**config.mk**
```make
export PLATFORM = sky130hd
export DESIGN_NAME = seg7_scan_reader
export DESIGN_NICKNAME = d
export VERILOG_FILES = /design/src/rtl/seg7_scan_reader.sv
export SDC_FILE = /design/constraint.sdc
export NUM_CORES = 1
export LEC_CHECK = 0
export ABC_CLOCK_PERIOD_IN_PS = 10900
export CORE_ASPECT_RATIO = 1.2
export CORE_MARGIN = 2
export CORE_UTILIZATION = 39
export DETAILED_ROUTE_END_ITERATION = 8
export PLACE_DENSITY = 0.61
export RECOVER_POWER = 50
export SYNTH_ARGS = -nofsm -noshare
export SYNTH_HDL_FRONTEND = slang
export SYNTH_SLANG_ARGS = --single-unit
```
**constraint.sdc**
```tcl
create_clock -name i_clk -period 10.9 [get_ports i_clk]
set_input_delay 2.18 -clock i_clk [delete_from_list [all_inputs] [get_ports i_clk]]
set_output_delay 2.18 -clock i_clk [all_outputs]
set_load 0.01 [all_outputs]
```
**src/rtl/seg7_scan_reader.sv**
```systemverilog
// ---------------------------------------------------------------------------
// seg7_scan_reader
// Reads back a multiplexed, active-low seven-segment display bus and
// reconstructs the hex digit shown at each scanned position. A frame is
// published only after it has been seen identically for STABLE_FRAMES scans,
// and only if it differs from the last published frame.
//
// Ports
//   i_clk        rising-edge clock
//   i_rst_n      asynchronous active-low reset
//   i_seg        segments, active-low, [0]=a .. [6]=g
//   i_digit_en   digit enables, active-low, one-hot-low while scanning
//   i_ready      consumer accepts the published result
//   o_valid      published result available
//   o_digits     o_digits[4k+3:4k] = hex value read at position k
//   o_blank      position k showed all segments off
//   o_bad_code   position k showed a pattern that is not a hex glyph
//   o_overrun    sticky: a stable result was dropped while o_valid & !i_ready
//   o_timeout    one-cycle pulse: frame abandoned after TIMEOUT cycles
// ---------------------------------------------------------------------------
module seg7_scan_reader #(
   parameter int N_DIGITS      = 4,
   parameter int SETTLE        = 4,
   parameter int STABLE_FRAMES = 2,
   parameter int TIMEOUT       = 4096
) (
   input  logic                  i_clk,
   input  logic                  i_rst_n,
   input  logic [6:0]            i_seg,
   input  logic [N_DIGITS-1:0]   i_digit_en,
   input  logic                  i_ready,
   output logic                  o_valid,
   output logic [4*N_DIGITS-1:0] o_digits,
   output logic [N_DIGITS-1:0]   o_blank,
   output logic [N_DIGITS-1:0]   o_bad_code,
   output logic                  o_overrun,
   output logic                  o_timeout
);

   localparam int IW = $clog2(N_DIGITS + 1);
   localparam int CW = $clog2(SETTLE + 1);
   localparam int MW = $clog2(STABLE_FRAMES + 1);
   localparam int TW = $clog2(TIMEOUT + 1);
   localparam int FW = 6 * N_DIGITS;

   typedef enum logic [1:0] {S_HUNT, S_COLLECT, S_CHECK} state_t;

   // Returns {bad, blank, nibble}
   function automatic logic [5:0] f_decode(input logic [6:0] seg);
      logic [5:0] res;
      res = 6'b10_0000;
      case (seg)
         7'h40: res = 6'h00;  7'h79: res = 6'h01;  7'h24: res = 6'h02;  7'h30: res = 6'h03;
         7'h19: res = 6'h04;  7'h12: res = 6'h05;  7'h02: res = 6'h06;  7'h78: res = 6'h07;
         7'h00: res = 6'h08;  7'h10: res = 6'h09;  7'h08: res = 6'h0A;  7'h03: res = 6'h0B;
         7'h46: res = 6'h0C;  7'h21: res = 6'h0D;  7'h06: res = 6'h0E;  7'h0E: res = 6'h0F;
         7'h7F: res = 6'b01_0000;
         default: res = 6'b10_0000;
      endcase
      return res;
   endfunction

   // Settle tracking
   logic          w_sel_vld;
   logic [IW-1:0] w_sel_idx;
   logic          w_same_sel;
   logic          w_same;
   logic          w_captured_eff;
   logic          w_capture;
   logic [CW-1:0] w_settle_nxt;
   logic [6:0]    r_prev_seg;
   logic          r_prev_sel_vld;
   logic [IW-1:0] r_prev_idx;
   logic [CW-1:0] r_settle_cnt;
   logic          r_captured;

   // Frame assembly and FSM
   logic [6:0]            r_slot [N_DIGITS];
   logic [4*N_DIGITS-1:0] w_dig;
   logic [N_DIGITS-1:0]   w_blank;
   logic [N_DIGITS-1:0]   w_bad;
   logic [FW-1:0]         w_frame;
   state_t                r_state, w_state_nxt;
   logic [IW-1:0]         r_expect, w_expect_nxt;
   logic [TW-1:0]         r_timer, w_timer_nxt;
   logic [MW-1:0]         r_match, w_match_nxt;
   logic [FW-1:0]         r_prev_frame;
   logic                  w_check;
   logic                  w_timeout;
   logic                  w_publish;

   // Publish side
   logic                  r_valid;
   logic [4*N_DIGITS-1:0] r_digits;
   logic [N_DIGITS-1:0]   r_blank;
   logic [N_DIGITS-1:0]   r_bad;
   logic                  r_overrun;
   logic                  r_timeout;
   logic [FW-1:0]         r_pub_frame;
   logic                  r_pub_any;

   // Position k is selected only when exactly its enable is low.
   always_comb begin
      w_sel_vld = 1'b0;
      w_sel_idx = '0;
      for (int k = 0; k < N_DIGITS; k++) begin
         if (i_digit_en == ~(N_DIGITS'(1) << k)) begin
            w_sel_vld = 1'b1;
            w_sel_idx = IW'(k);
         end
      end
   end

   assign w_same_sel = w_sel_vld && r_prev_sel_vld && (w_sel_idx == r_prev_idx);
   assign w_same     = w_same_sel && (i_seg == r_prev_seg);

   // The count includes the first cycle of a run, so it reaches SETTLE on the
   // SETTLE-th identical cycle. A Seg change inside the window restarts the
   // count but cannot re-arm a capture; only a new selection does that.
   always_comb begin
      w_settle_nxt = '0;
      if (w_sel_vld) begin
         if (!w_same)                              w_settle_nxt = CW'(1);
         else if (r_settle_cnt == CW'(SETTLE))     w_settle_nxt = r_settle_cnt;
         else                                      w_settle_nxt = r_settle_cnt + CW'(1);
      end
   end

   assign w_captured_eff = w_same_sel ? r_captured : 1'b0;
   assign w_capture      = w_sel_vld && !w_captured_eff && (w_settle_nxt == CW'(SETTLE));

   always_ff @(posedge i_clk or negedge i_rst_n) begin
      if (!i_rst_n) begin
         r_prev_seg     <= '0;
         r_prev_sel_vld <= 1'b0;
         r_prev_idx     <= '0;
         r_settle_cnt   <= '0;
         r_captured     <= 1'b0;
      end else begin
         r_prev_seg     <= i_seg;
         r_prev_sel_vld <= w_sel_vld;
         r_prev_idx     <= w_sel_idx;
         r_settle_cnt   <= w_settle_nxt;
         r_captured     <= w_captured_eff | w_capture;
      end
   end

   always_comb begin
      logic [5:0] v_dec;
      v_dec   = '0;
      w_dig   = '0;
      w_blank = '0;
      w_bad   = '0;
      for (int k = 0; k < N_DIGITS; k++) begin
         v_dec           = f_decode(r_slot[k]);
         w_dig[4*k +: 4] = v_dec[3:0];
         w_blank[k]      = v_dec[4];
         w_bad[k]        = v_dec[5];
      end
   end

   assign w_frame = {w_bad, w_blank, w_dig};

   always_comb begin
      w_state_nxt  = r_state;
      w_expect_nxt = r_expect;
      w_timer_nxt  = r_timer;
      w_match_nxt  = r_match;
      w_check      = 1'b0;
      w_timeout    = 1'b0;
      case (r_state)
         S_HUNT: begin
            if (w_capture && (w_sel_idx == '0)) begin
               w_expect_nxt = IW'(1);
               w_timer_nxt  = '0;
               w_state_nxt  = (N_DIGITS == 1) ? S_CHECK : S_COLLECT;
            end
         end
         S_COLLECT: begin
            w_timer_nxt = (r_timer == TW'(TIMEOUT)) ? r_timer : r_timer + TW'(1);
            if (w_capture) begin
               if (w_sel_idx != r_expect) begin
                  w_state_nxt = S_HUNT;
                  w_match_nxt = '0;
               end else if (r_expect == IW'(N_DIGITS - 1)) begin
                  w_state_nxt = S_CHECK;
               end else begin
                  w_expect_nxt = r_expect + IW'(1);
               end
            end else if (r_timer >= TW'(TIMEOUT - 1)) begin
               // This is the TIMEOUT-th cycle spent collecting.
               w_timeout   = 1'b1;
               w_state_nxt = S_HUNT;
               w_match_nxt = '0;
            end
         end
         S_CHECK: begin
            w_check     = 1'b1;
            w_state_nxt = S_HUNT;
            if (w_frame != r_prev_frame)               w_match_nxt = MW'(1);
            else if (r_match == MW'(STABLE_FRAMES))    w_match_nxt = r_match;
            else                                       w_match_nxt = r_match + MW'(1);
         end
         default: w_state_nxt = S_HUNT;
      endcase
   end

   assign w_publish = w_check && (w_match_nxt == MW'(STABLE_FRAMES)) &&
                      (!r_pub_any || (w_frame != r_pub_frame));

   always_ff @(posedge i_clk or negedge i_rst_n) begin
      if (!i_rst_n) begin
         r_state      <= S_HUNT;
         r_expect     <= '0;
         r_timer      <= '0;
         r_match      <= '0;
         r_prev_frame <= '0;
         for (int k = 0; k < N_DIGITS; k++) r_slot[k] <= '0;
      end else begin
         r_state  <= w_state_nxt;
         r_expect <= w_expect_nxt;
         r_timer  <= w_timer_nxt;
         r_match  <= w_match_nxt;
         if (w_check) r_prev_frame <= w_frame;
         for (int k = 0; k < N_DIGITS; k++) begin
            if (w_capture && (w_sel_idx == IW'(k))) r_slot[k] <= i_seg;
         end
      end
   end

   // A drop while stalled is not remembered as published, so the same frame
   // is offered again on the next stable check.
   always_ff @(posedge i_clk or negedge i_rst_n) begin
      if (!i_rst_n) begin
         r_valid     <= 1'b0;
         r_digits    <= '0;
         r_blank     <= '0;
         r_bad       <= '0;
         r_overrun   <= 1'b0;
         r_timeout   <= 1'b0;
         r_pub_frame <= '0;
         r_pub_any   <= 1'b0;
      end else begin
         r_timeout <= w_timeout;
         if (r_valid && i_ready) begin
            r_valid   <= 1'b0;
            r_overrun <= 1'b0;
         end
         if (w_publish) begin
            if (!r_valid || i_ready) begin
               r_valid     <= 1'b1;
               r_digits    <= w_dig;
               r_blank     <= w_blank;
               r_bad       <= w_bad;
               r_pub_frame <= w_frame;
               r_pub_any   <= 1'b1;
            end else begin
               r_overrun <= 1'b1;
            end
         end
      end
   end

   assign o_valid    = r_valid;
   assign o_digits   = r_digits;
   assign o_blank    = r_blank;
   assign o_bad_code = r_bad;
   assign o_overrun  = r_overrun;
   assign o_timeout  = r_timeout;

endmodule

```
==> reports/qor.txt, run 1 <==
GRT Total Usage = 0.190
WHS Path Cells = 1
sw frac = 0.224
Avg Vias per Cell = 5.82
TritonCTS Buffers = 17
RR Endpoint = o_bad_code[3]$_DFFE_PN0P_
Hold Startpoint = r_pub_any$_DFFE_PN0P_
vias after detailed routing = 5713
clock root buffer = clkbuf_16
RSZ-0062 raised after global routing = false
Residual DRC = 0
CP Max Fanout = 11
Yosys top cell area share = 0.396
number of diodes = 0
Starting Density = 0.398
Hold Vio Cnt, Final = 0
Worst R2R Path Depth = 10
cell taking the most area after synthesis = dfrtp_1
Post-synth top cells = dfrtp_1 (114), mux2_2 (49), nand2_1 (48)
worst reg2reg path startpoint = r_slot[24]$_DFFE_PN0P_
post-layout net count = 770
DRT Pass-1 Iters = 5
library cells used by synthesis = 73
cells taking the most area after synthesis = dfrtp_1 (40%), mux2_2 (7.7%), xor2_1 (3.9%)
final setup TNS = 0 ns
slew margin rel. = -0.160
first-pass GRT wire length = 29.5 mm
CP endpoint kind = register
top-count cell post-synth = dfrtp_1
syn_nets = 763
Total Wirelength = 17.7 mm
internal power = 775 uW
top_reg_cell synth = dfrtp_1
yosys warns = 0
flop and latch count out of synthesis = 114
LEAKAGE = 3.50 nW
initial antenna violation count = 0
Remaining Overflow, GRT = 0
area delta synth->final = 14.4%
cts repair resizes = 0
CP required = 11.24 ns
combinational fraction of design power = 0.025
Post-CTS Setup Repair Bufs = 0
Power Dens Cells = 121 mW/mm^2
Critical Path Start Type = input port
vias in the first global route = 5785
Final Cycle Share = 0.506
Total Power = 998 uW
Setup crit start = i_seg[6]
Max IR drop VDD = 0.000102 V
die width = 128 um
gp weighted congestion = 0.919
WL/cell = 18.1 um
largest net degree at the start of global routing = 84
arrival time at the worst endpoint = 5.86 ns
status = finished, violations left
core area = 0.0181 mm^2
critical path type = input port to register
die height = 153 um
Mapped Area = 0.00720 mm^2
Hold WC Path Type = register to register
worst slew pin tran = 1.74 ns
final setup vio count = 0
DP HPWL = 12.6 mm
Starting DRT DRC Count = 346
DRT antenna net count = 0
clk sink count = 114
CTS tree = built
net switching power = 224 uW
Hold-fix buffers, CTS = 0
Max H-tree Level = 4
Clock power frac = 0.548
clk_skew = 0.00850 ns
Syn Area/Cell = 9.74 um^2
Slew Limit Fails = 33
die area = 0.0196 mm^2
register area share after synthesis = 0.396
clock-pin slew on the worst setup and hold paths = 0.06 ns
IO Port Bufs = 40
Max Fclk = 181 MHz
async set-reset flop share out of synthesis = 1.00
final worst path period need = 5.52 ns
Post-Syn Instances = 739
CTS Buffer Depth = 2
Ports = 41
failing checks = capacitance limit, slew limit
layout cells sized above 1 = 0.148
Seq pwr share = 0.428
number of flops mapped to enable cells by yosys = 0
flop-to-flop setup slack = 6.63 ns
worst skew pair latency = 0.42 ns
Hold EP = r_pub_any$_DFFE_PN0P_
number of max-cap violations = 1
FP Rows = 54
==> cell type report <==
class / instances / area [um^2]
clock buffers: 19 / 443
clock inverters: 12 / 135
fillers: 1671 / 9870
inverters: 28 / 105
multi-input cells: 542 / 4000
flip-flops and latches: 114 / 2850
well taps: 224 / 280
repair buffers: 43 / 417
==> flip-flops by register name, summed over array words and instances (netlist names) <==
signal and count:
o_valid 1, r_prev_idx 2, r_pub_frame 2, o_overrun 1
r_settle_cnt 3, r_state 2, r_prev_seg 7, o_timeout 1
o_bad_code 4, r_prev_sel_vld 1, r_timer 13, r_match 2
o_digits 15, r_expect 3, r_pub_any 1, r_slot 28
o_blank 3, r_prev_frame 24, r_captured 1
==> worst max path at each step <==
stage,slack (ns),depth (start not counted),to
2_1_floorplan,6.08,11,o_blank[1]$_DFFE_PN0P_
3_3_place_gp,5.13,10,r_timer[9]$_DFFE_PN0P_
3_5_place_dp,5.04,10,r_timer[9]$_DFFE_PN0P_
4_1_cts,5.48,10,r_timer[9]$_DFFE_PN0P_
5_1_grt,5.12,10,r_timer[9]$_DFFE_PN0P_
6_report,5.38,10,r_timer[9]$_DFFE_PN0P_
==> cell families (layout without fill, tap and decap cells) <==
| family | after synthesis | count (layout) | share of synthesized area |
|---|---|---|---|
| AOI/OAI and AO/OA | 118 | 118 | 0.115 |
| xor gates and xnor gates | 61 | 61 | 0.0742 |
| adders and majority gates | 10 | 10 | 0.0174 |
| buffers and inverters | 83 | 102 | 0.0478 |
| DFF | 114 | 114 | 0.396 |
| muxes | 73 | 73 | 0.118 |
| and+or+nand+nor | 280 | 280 | 0.231 |
==> worst max-delay path, stage by stage <==
cell and delay [ns]:
dlygate4sd3_1 0.65, xor2_1 0.18, nor4_1 0.50, o2111a_1 0.36
nand3_1 0.45, a21oi_1 0.67, and3_1 0.33, nand2_1 0.08
or3_1 0.31, a21oi_1 0.14
==> metrics by stage <==
stage	instances	util	setup WS [ns]	hold slack, ns	cell area (um^2)
final	982	0.455	5.38	0.462	8230
after global routing	982	0.455	5.12	0.490	8230
after CTS	982	0.455	5.48	0.467	8240
after detailed placement	951	0.423	5.04	0.451	7660
after global placement	951	0.423	5.13	0.447	7660
after floorplan	739	-	6.08	0.433	7200
==> power groups by stage <==
stage | clock network [mW] | logic, mW | registers, mW
floorplan | 0 | 0.00837 | 0.434
global placement | 0 | 0.0253 | 0.434
detailed placement | 0 | 0.0262 | 0.434
CTS | 0.555 | 0.0263 | 0.427
global route | 0.578 | 0.0284 | 0.427
finish | 0.547 | 0.0245 | 0.427
==> cells in the final DEF (no fill, tap or decap), types with 14 or more instances in the layout <==
master,synthesis,final
dfrtp_1,114,114
nand2_1,48,48
mux2_2,49,48
nor2_1,35,35
xor2_1,32,32
nand3_1,30,30
clkdlybuf4s50_1,0,30
xnor2_1,29,29
inv_1,28,28
o21ai_0,28,28
nor3_1,22,22
a21oi_1,20,20
clkbuf_16,0,17
nor4_1,15,15
nand4_1,15,15
and3_1,14,14
==> layer usage <==
metal,wire length [um],part of all wire,track usage,up-vias
met2,9050,0.51,0.320,160
met3,591,0.033,0.0368,49
met1,7360,0.42,0.227,2789
met5,0,0,0,-
met4,723,0.041,0.0999,0
li1,-,-,-,2715
Note: power is estimated with default switching activity, not from simulation.
==> run 2, diff against run 1 <==
Settings changed: ABC_CLOCK_PERIOD_IN_PS 10900 to 5800.
Clock period 10.9 ns to 5.8 ns, I/O delays scaled along.
==> run 2 against run 1 <==
Compared with the run above:
- the flow still finishes with violations (capacitance limit, slew limit)
- global-route usage rose by 0.44 points
- hold slack improved by 0.013 ns
- power rose by 90%
- core utilization rose by 0.25 points
- combinational power rose by 92%
- final cell count rose by 0.51%
- clock-buffer cell count did not move
- critical path depth did not move
- design area rose by 0.55%
- sequential cell count did not move
==> reports/qor.txt, run 2 (synthesized netlist as in run 1, its figures left out) <==
status = finished, violations left
failing checks = capacitance limit, slew limit
final worst setup slack = 1.36 ns
cts repair resizes = 0
flop-to-flop setup slack = 1.36 ns
initial antenna violation count = 0
Ports = 41
most flop-heavy register = r_slot
die area = 0.0196 mm^2
vias in the first global route = 5822
vias after detailed routing = 5753
largest net degree at the start of global routing = 72
worst skew pair latency = 0.43 ns
final worst path period need = 4.44 ns
Critical Path Start Type = register
Hold WC Path Type = register to register
CP endpoint kind = register
CP Max Fanout = 25
Starting DRT DRC Count = 406
final setup vio count = 0
worst reg2reg path startpoint = r_slot[24]$_DFFE_PN0P_
clock-pin slew on the worst setup and hold paths = 0.06 ns
Worst R2R Path Depth = 10
die width = 128 um
final setup TNS = 0 ns
Starting Density = 0.398
internal power = 1.46 mW
FP Rows = 54
clock root buffer = clkbuf_16
Post-CTS Setup Repair Bufs = 0
layout cells sized above 1 = 0.156
clk_skew = 0.0136 ns
die height = 153 um
most frequent cells in the layout = dfrtp_1 (114), mux2_2 (49), nand2_1 (48), nor2_1 (35), xor2_1 (32)
IO Port Bufs = 40
Total Power = 1.90 mW
CTS Buffer Depth = 2
sw frac = 0.229
LEAKAGE = 3.54 nW
Final Cycle Share = 0.765
slew margin rel. = -1.60
Remaining Overflow, GRT = 0
Hold Vio Cnt, Final = 0
Multi-input gate area = 0.00400 mm^2
RR Endpoint = o_blank[0]$_DFFE_PN0P_
arrival time at the worst endpoint = 4.76 ns
Total Wirelength = 18.0 mm
max reg flops = 28
post-layout net count = 774
Power Dens Cells = 229 mW/mm^2
DP HPWL = 12.7 mm
Seq pwr share = 0.423
combinational fraction of design power = 0.025
CP required = 6.12 ns
first-pass GRT wire length = 29.9 mm
CTS tree = built
Slew Limit Fails = 72
number of max-cap violations = 1
WL/cell = 18.2 um
GRT Total Usage = 0.194
Max IR drop VDD = 0.000184 V
Hold EP = r_pub_any$_DFFE_PN0P_
register area = 0.00285 mm^2
core area = 0.0181 mm^2
Avg Vias per Cell = 5.83
TritonCTS Buffers = 17
RSZ-0062 raised after global routing = false
worst slew pin tran = 3.90 ns
Residual DRC = 0
Hold Startpoint = r_pub_any$_DFFE_PN0P_
pre-CTS setup slack = 1.13 ns
Clock power frac = 0.553
routed wl met2 = 9.33 mm
Max Fclk = 225 MHz
area delta synth->final = 15.0%
max layer used = met4
commonest non-fill, non-tap cell in the layout = dfrtp_1
net switching power = 435 uW
gp weighted congestion = 0.930
fillcell total = 1704
Max H-tree Level = 4
Hold-fix buffers, CTS = 0
WHS Path Cells = 1
Final Hold Slack = 0.475 ns
met3 wire length = 628 um
critical path type = register to register
clk sink count = 114
DRT Pass-1 Iters = 4
number of diodes = 0
DRT met1 WL = 7.31 mm
DRT antenna net count = 0
==> run 2: cell count changes in the layout (fill, tap and decap cells not counted) <==
cell | previous run | this run
a21bo_1 | 1 | 0
a21bo_2 | 0 | 1
a21boi_0 | 1 | 0
a21boi_1 | 0 | 1
buf_4 | 3 | 7
clkinv_2 | 2 | 1
clkinvlp_4 | 4 | 2
inv_6 | 1 | 5
mux2_1 | 1 | 0
mux2_2 | 48 | 49
==> run 2: through the flow <==
step,instances,cell area [um^2],utilization
floorplan,739,7200,-
global placement,955,7690,0.425
detailed placement,955,7690,0.425
CTS,987,8280,0.457
global route,987,8280,0.457
finish,987,8280,0.457
==> run 2: per-layer routing <==
layer  vias up  GRT usage
met1      2853      0.226
met3        40     0.0417
met4         0     0.0973
li1       2726          -
met5         -          0
met2       134      0.335
==> run 2: cell type report <==
class,instances,share of cell area
Timing Repair Buffer,47,0.0540
Tap cell,224,0.0339
Clock buffer,19,0.0535
Multi-Input combinational cell,542,0.483
Clock inverter,13,0.0181
Inverter,28,0.0127
Sequential cell,114,0.345
==> run 2: power by group through the flow <==
stage | Sequential, mW | Clock, mW | Combinational, mW
CTS | 0.803 | 1.07 | 0.0500
global placement | 0.816 | 0 | 0.0477
global route | 0.803 | 1.11 | 0.0539
floorplan | 0.816 | 0 | 0.0157
finish | 0.803 | 1.05 | 0.0471
detailed placement | 0.817 | 0 | 0.0497
==> run 2: how the worst max path moves through the flow <==
stage                                     end                    from  slack [ns]  cells past startpoint
floorplan              o_blank[1]$_DFFE_PN0P_           i_digit_en[3]        2.00                     11
global placement    o_bad_code[3]$_DFFE_PN0P_                i_seg[6]        1.23                     11
detailed placement     o_blank[0]$_DFFE_PN0P_                i_seg[6]        1.13                     11
CTS                 o_bad_code[0]$_DFFE_PN0P_  r_slot[24]$_DFFE_PN0P_        1.36                     10
global route           r_slot[10]$_DFFE_PN0P_                 i_rst_n        0.78                      1
finish                 o_blank[0]$_DFFE_PN0P_  r_slot[24]$_DFFE_PN0P_        1.36                     10
==> run 2: worst max-delay path, stage by stage (launching register included) <==
cell and delay, ns:
dfrtp_1 0.57, or4b_1 0.61, or4b_2 0.64, nand4b_1 0.30
xnor2_1 0.17, o2111ai_1 0.16, nor4_1 0.54, a31oi_1 0.29
nor3_4 0.22, buf_4 0.42, mux2_2 0.39
